==> src/rtl/booth_mac_accumulator_if.sv <==
//------------------------------------------------------------------------------
// Module      : booth_mac_accumulator_if
// Description : Operand-side and result-side handshake bundle for the Booth
//               MAC accumulator. The master drives operands and takes results.
// Revision    : 1.0 - initial release
//------------------------------------------------------------------------------
`default_nettype none

interface booth_mac_accumulator_if #(
  parameter int WIDTH     = 16,
  parameter int ACC_WIDTH = 40
);
  logic                          in_valid;
  logic                          in_last;
  logic                          in_ready;
  logic signed [2*WIDTH-1:0]     product;
  logic                          out_valid;
  logic                          out_ready;
  logic signed [ACC_WIDTH-1:0]   out_acc;
  logic                          out_sat;

  modport master (
    output in_valid, in_last, product, out_ready,
    input  in_ready, out_valid, out_acc, out_sat
  );

  modport slave (
    input  in_valid, in_last, product, out_ready,
    output in_ready, out_valid, out_acc, out_sat
  );
endinterface

`default_nettype wire

==> src/rtl/booth_mac_accumulator.sv <==
//------------------------------------------------------------------------------
// Module      : booth_mac_accumulator
// Description : Saturating signed multiply-accumulate back end. Tracks operand
//               validity through the multiplier latency, sums products per
//               group and queues one result per group in a 2-entry FIFO.
//               Input credit guarantees the FIFO can never overflow.
// Revision    : 1.0 - initial release
//------------------------------------------------------------------------------
`default_nettype none

module booth_mac_accumulator #(
  parameter int WIDTH     = 16,
  parameter int ACC_WIDTH = 40,
  parameter int MUL_LAT   = 2
) (
  input  wire logic                  clk,
  input  wire logic                  rst_n,
  input  wire logic                  clear_i,
  booth_mac_accumulator_if.slave     mac_if
);

  localparam int LIF_W = $clog2(MUL_LAT + 1);
  localparam logic signed [ACC_WIDTH-1:0] C_ACC_MAX = {1'b0, {(ACC_WIDTH-1){1'b1}}};
  localparam logic signed [ACC_WIDTH-1:0] C_ACC_MIN = {1'b1, {(ACC_WIDTH-1){1'b0}}};

  // Delay line of {valid, last} aligned with the multiplier pipeline
  logic [MUL_LAT-1:0]          dv_q, dv_d;
  logic [MUL_LAT-1:0]          dl_q, dl_d;
  logic [LIF_W-1:0]            lif_q, lif_d;

  // Group accumulator state
  logic signed [ACC_WIDTH-1:0] acc_q, acc_d;
  logic                        gsat_q, gsat_d;

  // Result FIFO
  logic signed [ACC_WIDTH-1:0] mem_acc_q [0:1];
  logic signed [ACC_WIDTH-1:0] mem_acc_d [0:1];
  logic                        mem_sat_q [0:1];
  logic                        mem_sat_d [0:1];
  logic                        wp_q, wp_d, rp_q, rp_d;
  logic [1:0]                  cnt_q, cnt_d;

  logic                        accept, acc_last, tap_v, tap_l, push, pop, ovf;
  logic signed [ACC_WIDTH:0]   sum_ext;
  logic signed [ACC_WIDTH-1:0] sum_sat;

  // Credit depends only on registered state so in_ready has no input path
  assign mac_if.in_ready  = rst_n & ((32'(cnt_q) + 32'(lif_q)) < 32'd2);
  assign mac_if.out_valid = (cnt_q != 2'd0);
  assign mac_if.out_acc   = mem_acc_q[rp_q];
  assign mac_if.out_sat   = mem_sat_q[rp_q];

  assign accept   = mac_if.in_valid & mac_if.in_ready & ~clear_i;
  assign acc_last = accept & mac_if.in_last;
  assign tap_v    = dv_q[MUL_LAT-1];
  assign tap_l    = dl_q[MUL_LAT-1] & tap_v;
  assign push     = tap_l;
  assign pop      = mac_if.out_valid & mac_if.out_ready;

  // One extra bit catches overflow; the top two bits disagree on overflow
  assign sum_ext = {acc_q[ACC_WIDTH-1], acc_q}
                 + {{(ACC_WIDTH+1-2*WIDTH){mac_if.product[2*WIDTH-1]}}, mac_if.product};
  assign ovf     = sum_ext[ACC_WIDTH] ^ sum_ext[ACC_WIDTH-1];
  assign sum_sat = ovf ? (sum_ext[ACC_WIDTH] ? C_ACC_MIN : C_ACC_MAX)
                       : sum_ext[ACC_WIDTH-1:0];

  // Next-state for delay line, accumulator and FIFO; clear overrides everything
  always_comb begin
    dv_d         = dv_q;
    dl_d         = dl_q;
    lif_d        = lif_q;
    acc_d        = acc_q;
    gsat_d       = gsat_q;
    mem_acc_d[0] = mem_acc_q[0];
    mem_acc_d[1] = mem_acc_q[1];
    mem_sat_d[0] = mem_sat_q[0];
    mem_sat_d[1] = mem_sat_q[1];
    wp_d         = wp_q;
    rp_d         = rp_q;
    cnt_d        = cnt_q;
    if (clear_i) begin
      dv_d         = '0;
      dl_d         = '0;
      lif_d        = '0;
      acc_d        = '0;
      gsat_d       = 1'b0;
      mem_acc_d[0] = '0;
      mem_acc_d[1] = '0;
      mem_sat_d[0] = 1'b0;
      mem_sat_d[1] = 1'b0;
      wp_d         = 1'b0;
      rp_d         = 1'b0;
      cnt_d        = 2'd0;
    end else begin
      dv_d[0] = accept;
      dl_d[0] = acc_last;
      for (int i = 1; i < MUL_LAT; i++) begin
        dv_d[i] = dv_q[i-1];
        dl_d[i] = dl_q[i-1];
      end
      if (acc_last && !tap_l)      lif_d = lif_q + LIF_W'(1);
      else if (!acc_last && tap_l) lif_d = lif_q - LIF_W'(1);

      if (tap_v) begin
        if (tap_l) begin
          acc_d  = '0;
          gsat_d = 1'b0;
        end else begin
          acc_d  = sum_sat;
          gsat_d = gsat_q | ovf;
        end
      end

      if (push) begin
        mem_acc_d[wp_q] = sum_sat;
        mem_sat_d[wp_q] = gsat_q | ovf;
        wp_d            = ~wp_q;
      end
      if (pop) rp_d = ~rp_q;
      if (push && !pop)      cnt_d = cnt_q + 2'd1;
      else if (pop && !push) cnt_d = cnt_q - 2'd1;
    end
  end

  // State registers with asynchronous reset
  always_ff @(posedge clk or negedge rst_n) begin
    if (!rst_n) begin
      dv_q         <= '0;
      dl_q         <= '0;
      lif_q        <= '0;
      acc_q        <= '0;
      gsat_q       <= 1'b0;
      mem_acc_q[0] <= '0;
      mem_acc_q[1] <= '0;
      mem_sat_q[0] <= 1'b0;
      mem_sat_q[1] <= 1'b0;
      wp_q         <= 1'b0;
      rp_q         <= 1'b0;
      cnt_q        <= 2'd0;
    end else begin
      dv_q         <= dv_d;
      dl_q         <= dl_d;
      lif_q        <= lif_d;
      acc_q        <= acc_d;
      gsat_q       <= gsat_d;
      mem_acc_q[0] <= mem_acc_d[0];
      mem_acc_q[1] <= mem_acc_d[1];
      mem_sat_q[0] <= mem_sat_d[0];
      mem_sat_q[1] <= mem_sat_d[1];
      wp_q         <= wp_d;
      rp_q         <= rp_d;
      cnt_q        <= cnt_d;
    end
  end

endmodule

`default_nettype wire

==> src/flat_wrapper.sv <==
// flat-port wrapper written by rule: the top's interface ports become plain ports
module booth_mac_accumulator_flat 
#(
  parameter int WIDTH     = 16,
  parameter int ACC_WIDTH = 40,
  parameter int MUL_LAT   = 2
)
  (clk, rst_n, clear_i, mac_if_in_valid, mac_if_in_last, mac_if_product, mac_if_out_ready, mac_if_in_ready, mac_if_out_valid, mac_if_out_acc, mac_if_out_sat);
  booth_mac_accumulator_if #(.WIDTH(WIDTH), .ACC_WIDTH(ACC_WIDTH)) mac_if_i ();
  input  wire logic clk;
  input  wire logic rst_n;
  input  wire logic clear_i;
  input wire logic [$bits(mac_if_i.in_valid)-1:0] mac_if_in_valid;
  input wire logic [$bits(mac_if_i.in_last)-1:0] mac_if_in_last;
  input wire logic [$bits(mac_if_i.product)-1:0] mac_if_product;
  input wire logic [$bits(mac_if_i.out_ready)-1:0] mac_if_out_ready;
  output wire logic [$bits(mac_if_i.in_ready)-1:0] mac_if_in_ready;
  output wire logic [$bits(mac_if_i.out_valid)-1:0] mac_if_out_valid;
  output wire logic [$bits(mac_if_i.out_acc)-1:0] mac_if_out_acc;
  output wire logic [$bits(mac_if_i.out_sat)-1:0] mac_if_out_sat;
  assign mac_if_i.in_valid = mac_if_in_valid;
  assign mac_if_i.in_last = mac_if_in_last;
  assign mac_if_i.product = mac_if_product;
  assign mac_if_i.out_ready = mac_if_out_ready;
  assign mac_if_in_ready = mac_if_i.in_ready;
  assign mac_if_out_valid = mac_if_i.out_valid;
  assign mac_if_out_acc = mac_if_i.out_acc;
  assign mac_if_out_sat = mac_if_i.out_sat;
  booth_mac_accumulator #(.WIDTH(WIDTH), .ACC_WIDTH(ACC_WIDTH), .MUL_LAT(MUL_LAT)) u_core (.clk(clk), .rst_n(rst_n), .clear_i(clear_i), .mac_if(mac_if_i));
endmodule
==> config.mk <==
export PLATFORM = sky130hd
export DESIGN_NAME = booth_mac_accumulator_flat
export DESIGN_NICKNAME = d
export VERILOG_FILES = /design/src/rtl/booth_mac_accumulator_if.sv /design/src/rtl/booth_mac_accumulator.sv /design/src/flat_wrapper.sv
export SDC_FILE = /design/constraint.sdc
export NUM_CORES = 1
export LEC_CHECK = 0
export CAP_MARGIN = 30
export CORE_MARGIN = 1.5
export CORE_UTILIZATION = 60
export CTS_CLUSTER_DIAMETER = 30
export CTS_CLUSTER_SIZE = 10
export DETAILED_ROUTE_END_ITERATION = 10
export HOLD_SLACK_MARGIN = 0.1
export PLACE_DENSITY_LB_ADDON = 0.25
export RECOVER_POWER = 50
export SLEW_MARGIN = 10
export SYNTH_ARGS = -nofsm -noshare
export SYNTH_HDL_FRONTEND = slang
export SYNTH_SLANG_ARGS = --single-unit
==> constraint.sdc <==
create_clock -name clk -period 5.9 [get_ports clk]
set_clock_uncertainty 0.05 [all_clocks]
set_input_delay 1.18 -clock clk [delete_from_list [all_inputs] [get_ports clk]]
set_output_delay 1.18 -clock clk [all_outputs]
set_load 0.02 [all_outputs]
# == Word-level counts from Yosys, hierarchy flattened ==
# Index checks and enable logic that the tools add are counted.
# W data, S select, Z words.
# word_totals
reg_bits,133
inputBits,38
# op_classes
n_addsub,6
magnitude_cmp,4
mux,36
bitwise_logic,13
reduce_logical,14
# op_table
op,count
$mux W40,9
$mux W80,2
$bwmux W80,1
$add A40 B32 Y41,1
$demux W40 S1,1
$lt A32 B2 Y1 const B,1
$mux W2,10
$mux W1,11
$reduce_bool A2 Y1,4
$and A1 B1 Y1,6
$reduce_bool A3 Y1,2
$logic_and A1 B1 Y1,5
$add A2 B1 Y2 const B,2
$ge A2 B2 Y1 const B,2
$not A1 Y2,2
$sub A2 B1 Y2 const B,2
$add A2 B2 Y3,1
$logic_not A1 Y1,3
$not A1 Y1,3
$bwmux W2,1
$lt A2 B1 Y1 const B,1
$demux W1 S1,1
$or A1 B1 Y1,1
$xor A1 B1 Y1,1

# == Longest topological paths before layout ==
# depth
word_depth,11
ltp_mapped,13
mapped_depth_nobuf,11

# == Worst setup path before layout ==
# Ideal clock, no wire load.
# synth_path
path_kind,input-to-reg
from,in mac_if_product[26]
to,reg u_core.mem_acc_q[45] in the netlist's numbering
arrival_ns,3.708
t_required_ns,5.724
slack_ns,2.016
cell_stages,13
path_cell_list,ha_1 -> buf_6 -> and4_4 -> and4bb_4 -> a32oi_4 -> a21oi_1 -> or4_1 -> and2_4 -> buf_6 -> and3_1 -> buf_6 -> buf_6 -> a221o_1
# synth_via
elab_chain_len,6
elab_cells_between_ends,7
# synth_lines
element,line_no,rtl
"start, declared",flat_wrapper.sv:15,input wire logic [$bits(mac_if_i.product)-1:0] mac_if_product;
$add A40 B32 Y41 (*),booth_mac_accumulator.sv:62,"+ {{(ACC_WIDTH+1-2*WIDTH){mac_if.product[2*WIDTH-1]}}, mac_if.product};"
$mux W40 or $xor A1 B1 Y1 (tied branches),"booth_mac_accumulator.sv:64, booth_mac_accumulator.sv:63",
$mux W40 (*),booth_mac_accumulator.sv:64,assign sum_sat = ovf ? (sum_ext[ACC_WIDTH] ? C_ACC_MIN : C_ACC_MAX)
$bwmux W80 (*),booth_mac_accumulator.sv:115,mem_acc_d[wp_q] = sum_sat;
$mux W80 (*),booth_mac_accumulator.sv:114,if (push) begin
$mux W80 (*),booth_mac_accumulator.sv:81,if (clear_i) begin
"end, declared",booth_mac_accumulator.sv:36,logic signed [ACC_WIDTH-1:0] mem_acc_q [0:1];
# Every way passes the cells marked *; elsewhere a longest branch is shown, timed or not. The select of a mux whose other input is x is not followed.
# A chain may end at the register's enable or synchronous reset.

# == Worst setup path in the final report ==
# layout_path
from,in mac_if_product[0]
to,reg u_core.mem_acc_q[62] in the netlist's numbering
# The elaborated chain is that of the path after synthesis.

==> results summary <==
The actual slew at the worst max-slew pin came out at 3.38 ns. After clock tree synthesis, the setup repair step added 0 buffers. In the final layout, the multi-input gates occupy between 4000 and 5000 sq um. For this run, the total global-route usage over all layers was measured as 0.334. The number of remaining DRC errors came out at 0.

The initial standard-cell utilization of the core came out at 0.619. After synthesis, the largest family of logic cells by area is compound AO/OA/AOI/OAI gates. The biggest fanout along the worst timing path is 14. The net count of the mapped netlist is just over 900. The async set-or-reset flop fraction in the synthesized netlist came out at 1.00. The number of cells traversed by the worst hold path is 1. The final reports fail on max-capacitance violations, max-slew violations.

The endpoint type of the worst setup path is a flop. Entering global routing, the biggest net connects 73 pins. Summed over all cells, the static leakage comes to between 4 and 5 nW.

The total clock sinks is around 130. The cell count after synthesis is around 850. The die is between 100 and 150 um wide. The routed wire length is 23.8 mm. The total length of routed met3 wires is 1.77 mm. The mux contribution to synthesized area is 0.0573. The synthesized-area fraction occupied by adder cells is 0.0657. The detailed router finished its first iteration with 796 violations.

The arrival time at the worst endpoint came out at slightly below 5 ns. The number of buffers added to fix hold violations after cts came out at 0. For this run, the number of standard cells in the final layout without fillers is 1093. For the worst setup path, the data required time is slightly above 6 ns.

The worst hold path begins at u_core.dl_q[0]. The number of slew-limit violations in the final report came out at 63. The switching share of power came out at 0.275. The share of total power dissipated in sequential elements is 0.408. The number of hold-slack violations in the final timing report came to 0. The number of fillers in the final layout came out at 1018. The clock latency of the later-clocked register in the worst-skew pair is between 0.4 and 0.5 ns. The remaining global-route overflow came out at 0. The total via count after detailed routing is between 7000 and 8000. The worst register-to-register path has a depth of 12. The count of nets left with antenna violations once routing finished came out at 0. The sequential-to-total area share from yosys stat is 0.404. The number of search-and-repair iterations in the first detailed-routing pass came out at 5. The clock edge transition at the registers on the reported setup and hold paths is ~0.060 ns. The net total in the final layout is just under 1000. The mean instance size in the synthesized netlist is approximately 9.7 sq um.

The count of flip-flops with a built-in enable after synthesis is 0. The number of buffers created by CTS is 17. The number of vias per cell after detailed routing came out at 6.77.

The number of max-cap violations came out at 1. After routing, the total negative slack on setup checks comes to 0 ns. Of the cells placed in the final design, the portion with a size suffix greater than 1 is 0.120.

The final count of negative-setup-slack endpoints came out at 0. The XOR/XNOR share of the synthesized area is 0.0351. The path with the worst hold slack has its endpoint at u_core.dl_q[1]. Once the clock tree was built, the resizer swapped 0 gates to a different size.

The category of the most critical setup path is in2reg. The routability-driven placement congestion ratio came out at 0.978. In this run, placement finished with an instance count of 1060. The maximum count of clock buffers along a single path came out at 2. The cell occurring most often along the worst timing path is a21oi_1. After detailed routing, the average wire length per cell comes to 21.8 um.

Counting I/O delays and the setup requirement, the final critical path takes ~4.7 ns. The run finished, with violations left. The most used flip-flop cell after synthesis is dfrtp_1. In this run the critical register-to-register path is captured at u_core.mem_acc_q[62].

In this run the worst hold path is classified as reg2reg. The dominant delay contributor by cell family on the critical path is compound AO/OA/AOI/OAI gates. The most critical setup path has its startpoint at mac_if_product[0].

The critical path buffer and inverter count is 3. The die height came out at approximately 120 um. In this run the count of I/O pins placed on the die edge is roughly 80. The fraction of power consumed by the clock network came out at 0.453. Setup repair after global routing left no endpoint under its margin. Across the VDD grid, the largest voltage drop is roughly 0.00020 V.

The CTS tree is done. The unique cell type count in the Yosys netlist came out at 67. The half-perimeter wire length after detailed placement came out at 16.5 mm.

The number of buffers added on ports came out at 80. The via count of the first global-routing pass is 7096. The routed length on met2 is 11.2 mm. The power density relative to cell area came out at roughly 240 nW/um^2. The antenna diode count came out at 0. The total core area is around 13000 sq um.

Among all stages on the critical path, the largest delay is contributed by o32ai_2. The fraction of the cycle the final worst path needs came out at 0.792. Walking the worst path, the cells encountered are clkdlybuf4s50_1, ha_1, inv_1, fa_1, nor2b_1, o2111ai_1, a31o_1, a21oi_1, nor2_1, o32ai_2, buf_4, a21oi_1, o21ai_0.

The post-synth design cell area came out at between 8000 and 9000 sq um. The worst stage delay on the critical path came out at between 0.7 and 0.8 ns. The full die area came out at roughly 14000 sq um. The clock tree synthesis step divided the H-tree into 4 levels. The area growth from synthesis to layout is 17.7%. The met1 wire length is 10.3 mm. The area fraction in compound gates after synthesis came out at 0.258. The global-route wire length before repair is ~37 mm. The register bit count reported by yosys came out at 133. The uppermost metal layer occupied by signal nets is met4. The worst reg2reg path startpoint is u_core.acc_q[0].

The internal cell power came out at about 0.0017 W. The initial antenna violation count is 0. Row generation in the floorplan step produced 42 rows. The synthesis warning total is 0. The worst-case headroom to the max-slew limit came out at -1.25. The logic gate share of total power is 0.139. The area share of and/or/nand/nor cells after synthesis came out at 0.138. In the final layout, flip-flops and latches occupy ~3300 sq um. The net switching component of the power is 0.000627 W.

The clock root buffer is clkbuf_16. For this run, the top clock speed supported by timing is 214 MHz. In this run the register-to-register setup slack is approximately 2.1 ns. The sort of element at the start of the critical path is a primary input.
## routing by layer
layer / GRT usage / vias to the layer above
li1: - / 3299
met1: 0.461 / 3688
met2: 0.527 / 365
met3: 0.0627 / 45
met4: 0.119 / 0
met5: 0 / -
## cell usage after synthesis (3+ instances only)
master	n	area, sq um
a211oi_1	11	82.6
buf_6	8	90.1
nand2b_1	5	31.3
nand4_1	7	43.8
o21a_1	11	82.6
nor3_1	14	70.1
a21oi_2	3	26.3
or3_1	4	25.0
or2_2	5	31.3
nor4_1	4	25.0
a31oi_1	4	25.0
nor2_1	46	173
xnor2_1	21	184
o31a_1	3	26.3
nor2b_1	8	50.1
ha_1	40	500
xor2_1	12	105
and3_1	9	56.3
o21ai_0	71	355
nand3_1	16	80.1
dfrtp_1	133	3330
a22oi_1	4	30.0
o31ai_1	6	45.0
a221o_1	70	701
clkbuf_1	34	128
nand2_1	95	357
and2_1	9	56.3
a21oi_1	54	270
nor3b_1	3	22.5
inv_1	10	37.5
o211ai_1	8	60.1
a22o_1	7	61.3
o21ai_2	3	26.3
mux2_2	41	462
a21o_1	13	97.6
buf_2	14	70.1
a21boi_0	3	22.5
## state kept, by name, summed over array words and instances (netlist names)
register,count
u_core.dl_q,2
u_core.lif_q,2
u_core.gsat_q,1
u_core.mem_sat_q,2
u_core.cnt_q,2
u_core.mem_acc_q,80
u_core.rp_q,1
u_core.acc_q,40
u_core.dv_q,2
u_core.wp_q,1
## through the flow
stage                     total power (W)   util  hold slack [ns]  worst slack, ns  instance area, sq um
after floorplan                   0.00113      -            0.389             2.02                  8230
after global placement            0.00125  0.682            0.395            0.804                  9060
after detailed placement          0.00125  0.682            0.403            0.875                  9070
after CTS                         0.00228  0.726            0.414             1.29                  9650
after global routing              0.00235  0.728            0.427            0.968                  9680
final                             0.00228  0.728            0.412             1.23                  9680
## cell usage in the layout (no fill, tap or decap), drive strengths merged, types with 3 or more instances in the layout
cell and n:
clkinv 5, a21oi 57, dlygate4sd3 11, clkbuf 24, a31oi 4, o211ai 8, nand3 16, nor4 4
a22oi 4, ha 40, buf 14, or3 4, and4 4, and3 9, nor3b 3, a211oi 12
nor2b 8, a21boi 5, o31ai 6, o31a 3, mux2 41, nand2 95, and2 10, a21o 13
a221o 70, inv 13, or2 5, o21a 11, clkdlybuf4s50 68, nand2b 5, o21ai 75, nor3 15
nor2 46, xnor2 21, dfrtp 133, xor2 12, nand4 7, a22o 7
## worst max-delay path by stage
stage / to / slack (ns) / cells after the start
CTS: u_core.mem_acc_q[66] / 1.29 / 13
detailed placement: u_core.mem_acc_q[1] / 0.88 / 13
global placement: u_core.mem_acc_q[47] / 0.80 / 12
finish: u_core.mem_acc_q[62] / 1.23 / 13
global route: u_core.mem_acc_q[1] / 0.97 / 13
floorplan: u_core.mem_acc_q[45] / 2.02 / 13
## power by group through the flow
stage,Clock (W),Sequential (W),Combinational [W]
finish,0.00103,0.000931,0.000316
global route,0.00108,0.000932,0.000339
CTS,0.00104,0.000931,0.000307
detailed placement,0,0.000947,0.000304
global placement,0,0.000947,0.000299
floorplan,0,0.000944,0.000190
## cell families after synthesis
group,Yosys count
compound gates,293
simple gates,237
flops,133
buf+inv,68
fa+ha+maj,42
mux,42
xor+xnor,33
## final cells by class
class	instances	area share
multi-input combinational	647	0.473
sequential	133	0.344
timing repair buffer	96	0.0974
clock buffer	21	0.0496
tap	176	0.0227
clock inverter	10	0.00995
inverter	10	0.00388
No activity file was read; power rests on OpenSTA's default activity.
